--- src/rtl/lcd_pattern_driver.sv ---
// DE-mode LCD timing generator with solid/bars/checker/external pixel sources.
// Define LCD_SYNC_OUT_EN to add active-low o_hsync/o_vsync outputs.
module lcd_pattern_driver #(
    parameter int unsigned H_ACTIVE   = 800,
    parameter int unsigned H_BACK     = 46,
    parameter int unsigned H_FRONT    = 210,
    parameter int unsigned V_ACTIVE   = 480,
    parameter int unsigned V_BACK     = 23,
    parameter int unsigned V_FRONT    = 22,
    parameter int unsigned CHECK_LOG2 = 5,
    parameter int unsigned XW         = 11,
    parameter int unsigned YW         = 10
) (
    input  logic          i_clk,
    input  logic          i_rst_n,
    input  logic [1:0]    i_mode,
    input  logic [23:0]   i_color,
    input  logic [23:0]   i_pixel,
    output logic          o_lcd_clk,
    output logic          o_req,
    output logic [XW-1:0] o_x,
    output logic [YW-1:0] o_y,
    output logic          o_frame_start,
    output logic          o_data_enable,
    output logic [7:0]    o_red,
    output logic [7:0]    o_green,
    output logic [7:0]    o_blue
`ifdef LCD_SYNC_OUT_EN
    ,
    output logic          o_hsync,
    output logic          o_vsync
`endif
);

    localparam int unsigned H_TOTAL = H_BACK + H_ACTIVE + H_FRONT;
    localparam int unsigned V_TOTAL = V_BACK + V_ACTIVE + V_FRONT;
    localparam int unsigned HW      = $clog2(H_TOTAL + 1);
    localparam int unsigned VW      = $clog2(V_TOTAL + 1);
    localparam int unsigned BAR_W   = (H_ACTIVE >= 8) ? H_ACTIVE / 8 : 1;

    logic [HW-1:0] h;
    logic [VW-1:0] v;
    logic          active;
    logic [XW-1:0] bar_cnt;
    logic [2:0]    bar_idx;
    logic [1:0]    lat_mode;
    logic [23:0]   lat_color;
    logic [23:0]   bar_rgb;
    logic [23:0]   pix;

    assign o_lcd_clk = ~i_clk;
    assign active    = (h >= HW'(H_BACK)) && (h < HW'(H_BACK + H_ACTIVE)) &&
                       (v >= VW'(V_BACK)) && (v < VW'(V_BACK + V_ACTIVE));

    always_ff @(posedge i_clk or negedge i_rst_n) begin
        if (!i_rst_n) begin
            h <= '0;
            v <= '0;
        end else if (h == HW'(H_TOTAL - 1)) begin
            h <= '0;
            v <= (v == VW'(V_TOTAL - 1)) ? '0 : v + 1'b1;
        end else begin
            h <= h + 1'b1;
        end
    end

    // Bar index follows o_x via a divide-free counter restarted at each line's first pixel.
    always_ff @(posedge i_clk or negedge i_rst_n) begin
        if (!i_rst_n) begin
            o_req         <= 1'b0;
            o_x           <= '0;
            o_y           <= '0;
            o_frame_start <= 1'b0;
            bar_cnt       <= '0;
            bar_idx       <= '0;
        end else begin
            o_req         <= active;
            o_frame_start <= (h == '0) && (v == '0);
            if (active) begin
                o_x <= XW'(h - HW'(H_BACK));
                o_y <= YW'(v - VW'(V_BACK));
            end else begin
                o_x <= '0;
                o_y <= '0;
            end
            if (!active || h == HW'(H_BACK)) begin
                bar_cnt <= '0;
                bar_idx <= '0;
            end else if (bar_cnt == XW'(BAR_W - 1)) begin
                bar_cnt <= '0;
                bar_idx <= (bar_idx == 3'd7) ? 3'd7 : bar_idx + 3'd1;
            end else begin
                bar_cnt <= bar_cnt + 1'b1;
            end
        end
    end

    always_ff @(posedge i_clk or negedge i_rst_n) begin
        if (!i_rst_n) begin
            lat_mode  <= '0;
            lat_color <= '0;
        end else if (o_frame_start) begin
            lat_mode  <= i_mode;
            lat_color <= i_color;
        end
    end

    always_comb begin
        bar_rgb = '0;
        unique case (bar_idx)
            3'd0: bar_rgb = 24'hFFFFFF;
            3'd1: bar_rgb = 24'hFFFF00;
            3'd2: bar_rgb = 24'h00FFFF;
            3'd3: bar_rgb = 24'h00FF00;
            3'd4: bar_rgb = 24'hFF00FF;
            3'd5: bar_rgb = 24'hFF0000;
            3'd6: bar_rgb = 24'h0000FF;
            default: bar_rgb = 24'h000000;
        endcase
    end

    always_comb begin
        pix = '0;
        unique case (lat_mode)
            2'd0: pix = lat_color;
            2'd1: pix = bar_rgb;
            2'd2: pix = (o_x[CHECK_LOG2] ^ o_y[CHECK_LOG2]) ? 24'h000000 : lat_color;
            default: pix = i_pixel;
        endcase
    end

    always_ff @(posedge i_clk or negedge i_rst_n) begin
        if (!i_rst_n) begin
            o_data_enable <= 1'b0;
            {o_red, o_green, o_blue} <= '0;
        end else begin
            o_data_enable <= o_req;
            {o_red, o_green, o_blue} <= o_req ? pix : 24'h000000;
        end
    end

`ifdef LCD_SYNC_OUT_EN
    localparam int unsigned HS_W = (H_BACK / 2 >= 1) ? H_BACK / 2 : 1;
    localparam int unsigned VS_W = (V_BACK / 2 >= 1) ? V_BACK / 2 : 1;

    logic hs1, vs1;

    // Two register stages keep sync aligned with DE/RGB.
    always_ff @(posedge i_clk or negedge i_rst_n) begin
        if (!i_rst_n) begin
            hs1     <= 1'b0;
            vs1     <= 1'b0;
            o_hsync <= 1'b0;
            o_vsync <= 1'b0;
        end else begin
            hs1     <= !(h < HW'(HS_W));
            vs1     <= !(v < VW'(VS_W));
            o_hsync <= hs1;
            o_vsync <= vs1;
        end
    end
`endif

endmodule

--- config.mk ---
export PLATFORM = sky130hd
export DESIGN_NAME = lcd_pattern_driver
export DESIGN_NICKNAME = d
export VERILOG_FILES = /design/src/rtl/lcd_pattern_driver.sv
export SDC_FILE = /design/constraint.sdc
export NUM_CORES = 1
export LEC_CHECK = 0
export ABC_AREA = 1
export BUFFER_PORTS_ARGS = -buffer_cell sky130_fd_sc_hd__buf_2
export CORE_ASPECT_RATIO = 1.25
export CORE_MARGIN = 2
export CORE_UTILIZATION = 50
export CTS_CLUSTER_DIAMETER = 30
export DETAILED_ROUTE_END_ITERATION = 10
export GPL_TIMING_DRIVEN = 0
export PLACE_DENSITY = 0.75
export SLEW_MARGIN = 30
export SYNTH_ARGS = -nofsm -noshare
export SYNTH_HDL_FRONTEND = slang
export SYNTH_SLANG_ARGS = --single-unit
export TNS_END_PERCENT = 1
--- constraint.sdc ---
create_clock -name i_clk -period 3 [get_ports i_clk]
set_input_delay 0.15 -clock i_clk [delete_from_list [all_inputs] [get_ports i_clk]]
set_output_delay 0.15 -clock i_clk [all_outputs]
set_load 0.01 [all_outputs]
## Word level (Yosys, flattened, before mapping)

Index checks and enable logic that the tools add are counted.

- Bits in read-only memories: 0
- Input bits: 52
- Output and inout port bits: 49
- Latch bits: 0
- Memory bits (writable): 0
- Memories kept: 0
- Word-level logic and storage cells: 63
- Flip-flop bits (word level): 109

- Reduce and logical (&&, ||, !) cells: 11
- Bitwise gates (word level): 2
- Multiplexer cells: 13
- Add/subtract/negate cells: 6
- Divide/modulo/power cells: 0
- Equal/unequal tests: 13
- Order comparisons: 4
- Multipliers: 0
- Shifts and indexed selects: 0

Operator list:

| kind | number |
|---|---|
| 24-bit one-hot mux with 7 select lines | 1 |
| 24-bit one-hot mux with 3 select lines | 1 |
| 24-bit 2-to-1 mux | 2 |
| 11-bit 2-to-1 mux | 4 |
| 11-bit by 1-bit adder with 11-bit output (second input constant) | 2 |
| 10-bit 2-to-1 mux | 2 |
| 3-bit == test (second input constant) | 4 |
| 11-bit == test (second input constant) | 1 |
| 11-bit by 6-bit == test with 1-bit output (second input constant) | 1 |
| 11-bit by 7-bit == test with 1-bit output (second input constant) | 1 |
| 11-bit by 6-bit >= comparator with 1-bit output (second input constant) | 1 |
| 11-bit logical NOT | 1 |
| 11-bit by 10-bit < comparator with 1-bit output (second input constant) | 1 |
| 11-bit by 6-bit subtractor with 11-bit output (second input constant) | 1 |
| 10-bit by 1-bit adder with 10-bit output (second input constant) | 1 |
| 10-bit == test (second input constant) | 1 |
| 10-bit by 5-bit >= comparator with 1-bit output (second input constant) | 1 |
| 10-bit logical NOT | 1 |
| 10-bit by 9-bit < comparator with 1-bit output (second input constant) | 1 |
| 10-bit by 5-bit subtractor with 10-bit output (second input constant) | 1 |
| 3-bit 2-to-1 mux | 3 |
| 3-bit by 2-bit == test with 1-bit output (second input constant) | 2 |
| 1-bit logical AND | 4 |
| 3-bit by 1-bit adder with 3-bit output (second input constant) | 1 |
| 10 further kinds | 10 |

## Depth between registers and ports, before layout

Gate-level depths: netlist (run 1).

- Depth in word-level cells: 7
- Depth in mapped cells: 10
- Gate-level depth less buffers: 9

==> flow_summary.json, run 1 <==
{
  "outcome": "completed",
  "crit_fanout": 15,
  "track_usage": 0.2181,
  "die-area_sq_mm": 0.01108,
  "placed_cell_area_sq_mm": 0.005819,
  "num_vias": 4222,
  "fin_area_sq_mm": 0.006133,
  "vias_per_cell": 5.180,
  "synth_xor_area_frac": 0.03248,
  "rows": 41,
  "clockBufferDepth": 2,
  "grt_overflow_total": 0,
  "register_area_sq_mm": 0.002728,
  "clock_latency_ns": 0.35,
  "path_class": "clock port to primary output",
  "async_flop_share": 1.000,
  "yosysUniqueCellTypes": 29,
  "diodes": 0,
  "required_ns": 2.85,
  "synth-seq-area-share": 0.5324,
  "drt_wl_total_um": 11490,
  "postLayoutSetupSlackWorst_ns": 0.8472,
  "slew_headroom": 0.5859,
  "cap_viol_max_count": 0,
  "first_iter_violations": 187,
  "grt_pass1_vias": 4259,
  "synthSimpleGateAreaFrac": 0.2254,
  "synth_edf_count": 0,
  "ctsRootBufferMaster": "clkbuf_16",
  "dr.pass1.iters": 4,
  "ys_top_cells_by_count": "110 x nand2_1, 109 x dfrtp_1, 61 x inv_1, 59 x nor2_1, 40 x o21ai_0",
  "cts_resized": 0,
  "synth_top_area_cell": "dfrtp_1",
  "rsz0062_at_grt": "no",
  "synth_area_sq_mm": 0.005124,
  "synth.most_common_cell": "nand2_1",
  "netlist_instances": 569,
  "worst_pin_slew_ns": 0.6174,
  "grt_max_degree": 60,
  "htree_levels": 3,
  "yosys.area.top_type_share": 0.5324,
  "synth_fa_ha_area_frac": 0.02442,
  "cts_buffers": 9,
  "arrival_ns": 2.00,
  "tns_ns": 0,
  "grt_pass1_wl_um": 19040,
  "avgSynthCellArea_sq_um": 9.005,
  "crit_start": "i_clk",
  "drive_above_1_share": 0.2580,
  "gp_congestion": 0.8997,
  "r2r_cells": 9,
  "clkTransAtPathRegs_ns": 0.07,
  "synthTopCellsByArea": "dfrtp_1 53%, nand2_1 8.1%, mux2_2 5.3%, inv_1 4.5%, nor2_1 4.3%",
  "r2r-end": "o_y[5]",
  "postRouteAntennaNets": 0,
  "ys.flop_type": "dfrtp_1",
  "die_x_um": 94.54,
  "syn_nets": 631,
  "drv_slew": 0,
  "placement.io_buffers": 100,
  "setup_viol": 0,
  "end_kind": "primary output",
  "ys.warnings.count": 0,
  "io_pins": 101,
  "wire_per_inst_um": 14.09,
  "fin_total_pwr_uw": 2831,
  "cellLeakagePower_uw": 0.003220,
  "syn2layout_area_growth_pct": 19.71,
  "ir_drop_v": 0.0002558,
  "fill_cells": 877,
  "synth.area.mux_share": 0.05275,
  "pre_cts_slack_ns": 1.164,
  "hold_path.class": "input pin to flip-flop",
  "synth_top_family_by_area": "simple AND/OR/NAND/NOR gates",
  "core_sq_mm": 0.01005,
  "post-dp-hpwl_um": 8500,
  "multi_input_area_sq_mm": 0.002077,
  "dieHeight_um": 117.2,
  "cts_tree": "yes",
  "synth_compound_area_frac": 0.06935,
  "powerDensity_mw_per_mm2": 461.5,
  "holdPathStages": 2,
  "regToRegSetupSlack_ns": 1.16,
  "ys_ff_latch": 109,
  "nets": 744,
  "antenna_found_initial": 0,
  "finalHoldViolations": 0,
  "drcViolationCount": 0,
  "worstHoldStart": "i_color[5]",
  "min_to": "lat_color[5]",
  "timing.rr.start": "v[0]",
  "initial_utilization": 0.5096,
  "crit_path_start_kind": "clock port",
  "skew_ns": 0.009361
}
-- power breakdown --
group	switching [uW]	total, uW	internal [uW]
Sequential	10.0	1500	1490
Clock	543	1220	678
Combinational	65.0	113	48.4
Total	618	2830	2210
-- metal layers --
metal  GRT usage  up-vias  wire, um
met1      0.2511     1997      4586
li1            -     2059         -
met2      0.3971      139      5895
met3     0.03137       27       666
met4      0.1072        0       337
met5           0        -         0
-- state kept, by name (all words and copies together), names as in the netlist --
signal	flops
bar_cnt	11
bar_idx	3
h	11
lat_color	24
lat_mode	2
o_blue	8
o_data_enable	1
o_frame_start	1
o_green	8
o_red	8
o_req	1
o_x	11
o_y	10
v	10
-- kinds of logic (layout without fill, tap and decap cells) --
| kind of cell | count (synthesis) | after routing |
|---|---|---|
| compound gates | 69 | 69 |
| xor+xnor | 19 | 19 |
| fa+ha+maj | 10 | 10 |
| buf+inv | 79 | 196 |
| flops | 109 | 109 |
| mux | 24 | 24 |
| simple gates | 259 | 259 |
-- stage by stage --
step | utilization | hold WS, ns | std cells
floorplan | - | -0.1456 | 569
global placement | 0.5754 | 0.2848 | 798
detailed placement | 0.5788 | 0.1252 | 799
CTS | 0.6095 | 0.03132 | 815
global route | 0.6100 | 0.03869 | 815
finish | 0.6100 | 0.03631 | 815
-- critical path, stage by stage --
cell and delay, ns:
clkbuf_16 0.17, clkbuf_16 0.17, inv_1 0.05, buf_2 0.11
-- worst max-delay path by stage --
stage	depth (start not counted)	slack, ns	end
floorplan	1	1.28	o_lcd_clk
global placement	1	0.64	o_y[1]
detailed placement	4	1.16	o_blue[2]
CTS	4	0.84	o_lcd_clk
global route	4	0.81	o_lcd_clk
finish	4	0.85	o_lcd_clk
-- area by class of cell --
type                            count  share of cell area
Multi-Input combinational cell    381              0.3386
Timing Repair Buffer              101             0.08792
Sequential cell                   109              0.4447
Buffer                             16             0.01428
Tap cell                          129             0.02632
Clock inverter                      6             0.01040
Clock buffer                       11             0.03978
Inverter                           62             0.03794
-- timing repair --
item / in CTS / in global routing
hold buffers: 1 / 0
endpoints found under the hold margin: 50 / 0
setup buffers: 0 / 0
-- placed cells by master (no fill, tap or decap) --
master         instances
clkbuf_8               1
dlygate4sd3_1          1
clkbuf_16              9
nor3_4                 1
xor2_1                17
nor4_1                 1
o31ai_2                1
dfrtp_1              109
mux2_2                24
a21oi_1               25
o21bai_1               1
buf_16                 1
clkbuf_1               5
nand4_1               12
nor2_4                 1
o211ai_1               1
nand3_2                2
inv_1                 61
buf_6                  2
nand3b_1               1
clkinv_4               2
nand3_1               38
bufinv_16              1
ha_1                  10
nor2_2                13
o21ai_0               40
nor2_1                59
clkinvlp_2             1
nor3_1                15
xnor2_1                2
a21boi_1               1
buf_4                  3
nand2_1              110
buf_2                106
clkinvlp_4             1
inv_2                  2
nand2_2                6
Power figures use the tool's default switching activity.
==> inputs of run 2 (changes only) <==
--- a/config.mk
+++ b/config.mk
@@ -5,7 +5,7 @@
 export SDC_FILE = /design/constraint.sdc
 export NUM_CORES = 1
 export LEC_CHECK = 0
-export ABC_AREA = 1
+export ABC_AREA = 0
 export BUFFER_PORTS_ARGS = -buffer_cell sky130_fd_sc_hd__buf_2
 export CORE_ASPECT_RATIO = 1.25
 export CORE_MARGIN = 2
@@ -13,7 +13,7 @@
 export CTS_CLUSTER_DIAMETER = 30
 export DETAILED_ROUTE_END_ITERATION = 10
 export GPL_TIMING_DRIVEN = 0
-export PLACE_DENSITY = 0.75
+export PLACE_DENSITY = 0.76
 export SLEW_MARGIN = 30
 export SYNTH_ARGS = -nofsm -noshare
 export SYNTH_HDL_FRONTEND = slang
==> constraint.sdc (replaced) <==
create_clock -name i_clk -period 2.11 [get_ports i_clk]
set_input_delay 0.1055 -clock i_clk [delete_from_list [all_inputs] [get_ports i_clk]]
set_output_delay 0.1055 -clock i_clk [all_outputs]
set_load 0.01 [all_outputs]
==> run 2 against run 1 <==
- critical path depth rose by 2
- area after synthesis fell by 4.9%
- total power rose by 52%
- count of clock-buffer cells in the layout did not move
- die area fell by 4.7%
- final cell count fell by 11%
- first-iteration DRC count fell by 32%
- clock skew fell by 0.00074 ns
==> flow_summary.json, run 2 <==
{
  "outcome": "completed",
  "powerDensity_mw_per_mm2": 687.6,
  "arrival_ns": 2.31,
  "setup_viol": 0,
  "rows": 40,
  "drcViolationCount": 0,
  "final_cell_mix": "109 x dfrtp_1, 106 x buf_2, 42 x nor2_1",
  "clkTransAtPathRegs_ns": 0.07,
  "fmax_mhz": 477.0,
  "pre_cts_slack_ns": -0.3387,
  "path_class": "flip-flop to flip-flop",
  "required_ns": 2.33,
  "slowest_delay_ns": 0.53,
  "skew_ns": 0.008623,
  "synth_area_sq_mm": 0.004875,
  "cts_tree": "yes",
  "netlist_instances": 453,
  "async_flop_share": 1.000,
  "ir_drop_v": 0.0004425,
  "antenna_found_initial": 0,
  "crit_path_start_kind": "flip-flop",
  "cellLeakagePower_uw": 0.003052,
  "track_usage": 0.2194,
  "finalHoldViolations": 0,
  "wl_met3_um": 476,
  "period_needed_ns": 2.096,
  "synth-seq-area-share": 0.5595,
  "swShare": 0.2060,
  "fin_cells": 722,
  "grt_pass1_wl_um": 18260,
  "crit_fanout": 8,
  "post-dp-hpwl_um": 7568,
  "final_common_cell": "dfrtp_1",
  "gp_congestion": 0.7916,
  "ys.flop_type": "dfrtp_1",
  "largest_register_ffs": 24,
  "syn_nets": 515,
  "holdWs_ns": 0.007112,
  "fin_total_pwr_uw": 4302,
  "first_iter_violations": 128,
  "placed_cells": 680,
  "drive_above_1_share": 0.2936,
  "ys.warnings.count": 0,
  "dieHeight_um": 114.4,
  "holdPathStages": 2,
  "ys_top_cells_by_count": "109 x dfrtp_1, 43 x nor2_1, 36 x a21oi_1, 28 x mux2_2",
  "end_kind": "flip-flop",
  "regToRegSetupSlack_ns": 0.01,
  "drv_slew": 0,
  "wl_met2_um": 5784,
  "comb_power_share": 0.045,
  "cts_buffers": 9,
  "dr.max_layer_used": "met4",
  "num_vias": 3857,
  "intPower_uw": 3416,
  "slew_headroom": 0.5792,
  "synthTopCellsByArea": "dfrtp_1 56%, mux2_2 6.5%, xnor2_1 4.0%, a21oi_1 3.7%, nor2_1 3.3%",
  "regMostFlops": "lat_color",
  "syn2layout_area_growth_pct": 28.34,
  "p_seq_frac": 0.495,
  "synth_top_area_cell": "dfrtp_1",
  "rsz0062_at_grt": "yes",
  "worst_pin_slew_ns": 0.6270,
  "die-area_sq_mm": 0.01056,
  "grt_overflow_total": 0,
  "drt_wl_total_um": 11270,
  "htree_levels": 3,
  "postRouteAntennaNets": 0,
  "core_sq_mm": 0.009559,
  "yosysUniqueCellTypes": 46,
  "vias_per_cell": 5.342,
  "io_pins": 101,
  "p_clk_frac": 0.460,
  "yosys.area.top_type_share": 0.5595,
  "cap_viol_max_count": 0,
  "cp_cell_sequence": "buf_6 > or4_4 > buf_6 > or4_4 > a21oi_1 > mux2i_1",
  "nets": 653,
  "clockBufferDepth": 2,
  "dr.pass1.iters": 5,
  "avgSynthCellArea_sq_um": 10.76,
  "diodes": 0,
  "ctsRootBufferMaster": "clkbuf_16",
  "postLayoutSetupSlackWorst_ns": 0.01350,
  "p_switching_uw": 886.3,
  "wl_met1_um": 4709,
  "hold_path.class": "input pin to flip-flop",
  "clock_latency_ns": 0.35,
  "wire_per_inst_um": 15.60,
  "synth_edf_count": 0,
  "initial_utilization": 0.5099,
  "synth.most_common_cell": "dfrtp_1",
  "grt_max_degree": 63,
  "placement.io_buffers": 100,
  "r2r_cells": 6,
  "worst_path_max_delay_cell": "or4_4",
  "grt_pass1_vias": 3904,
  "ys_ff_latch": 109,
  "die_x_um": 92.32,
  "timing.final.crit_share": 0.9936
}
==> run 2: cell count changes after synthesis, sizes merged, moves of 6 or more <==
cell,change
nor2,-30
xnor2,+20
inv,-47
a21oi,+11
and3,+6
xor2,-6
nand2,-89
nand3,-26
nor3,+6
nor4,+6
o21ai,-12
clkbuf,+9
==> run 2: final timing paths <==
path | to | start
max | v[2] | h[8]
max reg2reg | v[2] | h[8]
min in group asynchronous | o_red[0] | i_rst_n
max in group asynchronous | bar_cnt[3] | i_rst_n
min reg2reg | bar_cnt[0] | bar_cnt[0]
min | lat_color[15] | i_color[15]
==> run 2: timing repair <==
action                                  in CTS  in global routing
hold buffers                                22                  1
setup buffers                                1                  1
resized for setup                           13                 10
endpoints found under the setup margin      40                 36
cloned                                       0                  2
endpoints found under the hold margin       68                  1
pin swaps                                    2                  1
==> run 2: area by class of cell <==
cell class / instances / area (sq um)
plain buffers: 28 / 175.2
clock buffers: 11 / 244.0
clock inverters: 7 / 111.4
fillers: 747 / 3303
inverters: 15 / 56.30
multi-input cells: 299 / 1999
flip-flops and latches: 109 / 2728
well taps: 126 / 157.7
repair buffers: 127 / 784.5
==> run 2: cells by family after synthesis <==
logic type	Yosys count	share of synthesized area
adders and majority gates	10	0.02567
and+or+nand+nor	142	0.1440
xor gates and xnor gates	33	0.05929
buffers and inverters	45	0.04158
DFF	109	0.5595
muxes	33	0.07495
AOI/OAI and AO/OA	81	0.09497
==> run 2: per-layer routing <==
| layer | vias to the layer above | global-route usage |
|---|---|---|
| li1 | 1837 | - |
| met1 | 1877 | 0.2650 |
| met2 | 120 | 0.3849 |
| met3 | 23 | 0.03555 |
| met4 | 0 | 0.1005 |
| met5 | - | 0 |
==> run 2: worst max-delay path, delay by kind of cell, from the launching register on <==
family          cells  cell delay, ns
simple gates        2            1.04
flops               1            0.38
buf+inv             2            0.28
compound gates      1            0.16
mux                 1            0.10
==> run 2: power by group through the flow <==
| stage | Clock, uW | Combinational [uW] | Sequential [uW] |
|---|---|---|---|
| 3_5_place_dp | 34.5 | 161 | 2170 |
| 6_report | 1980 | 195 | 2130 |
| 5_1_grt | 2120 | 216 | 2130 |
| 4_1_cts | 2000 | 194 | 2130 |
| 3_3_place_gp | 34.5 | 148 | 2170 |
| 2_1_floorplan | 18.6 | 51.1 | 2160 |
==> run 2: through the flow <==
stage | util | TNS [ns] | cell area [sq um]
final | 0.6545 | 0 | 6256
after CTS | 0.6510 | -0.02299 | 6223
after global placement | 0.5813 | -31.72 | 5557
after detailed placement | 0.5848 | -8.631 | 5590
after floorplan | - | 0 | 4898
after global routing | 0.6545 | -0.3181 | 6256
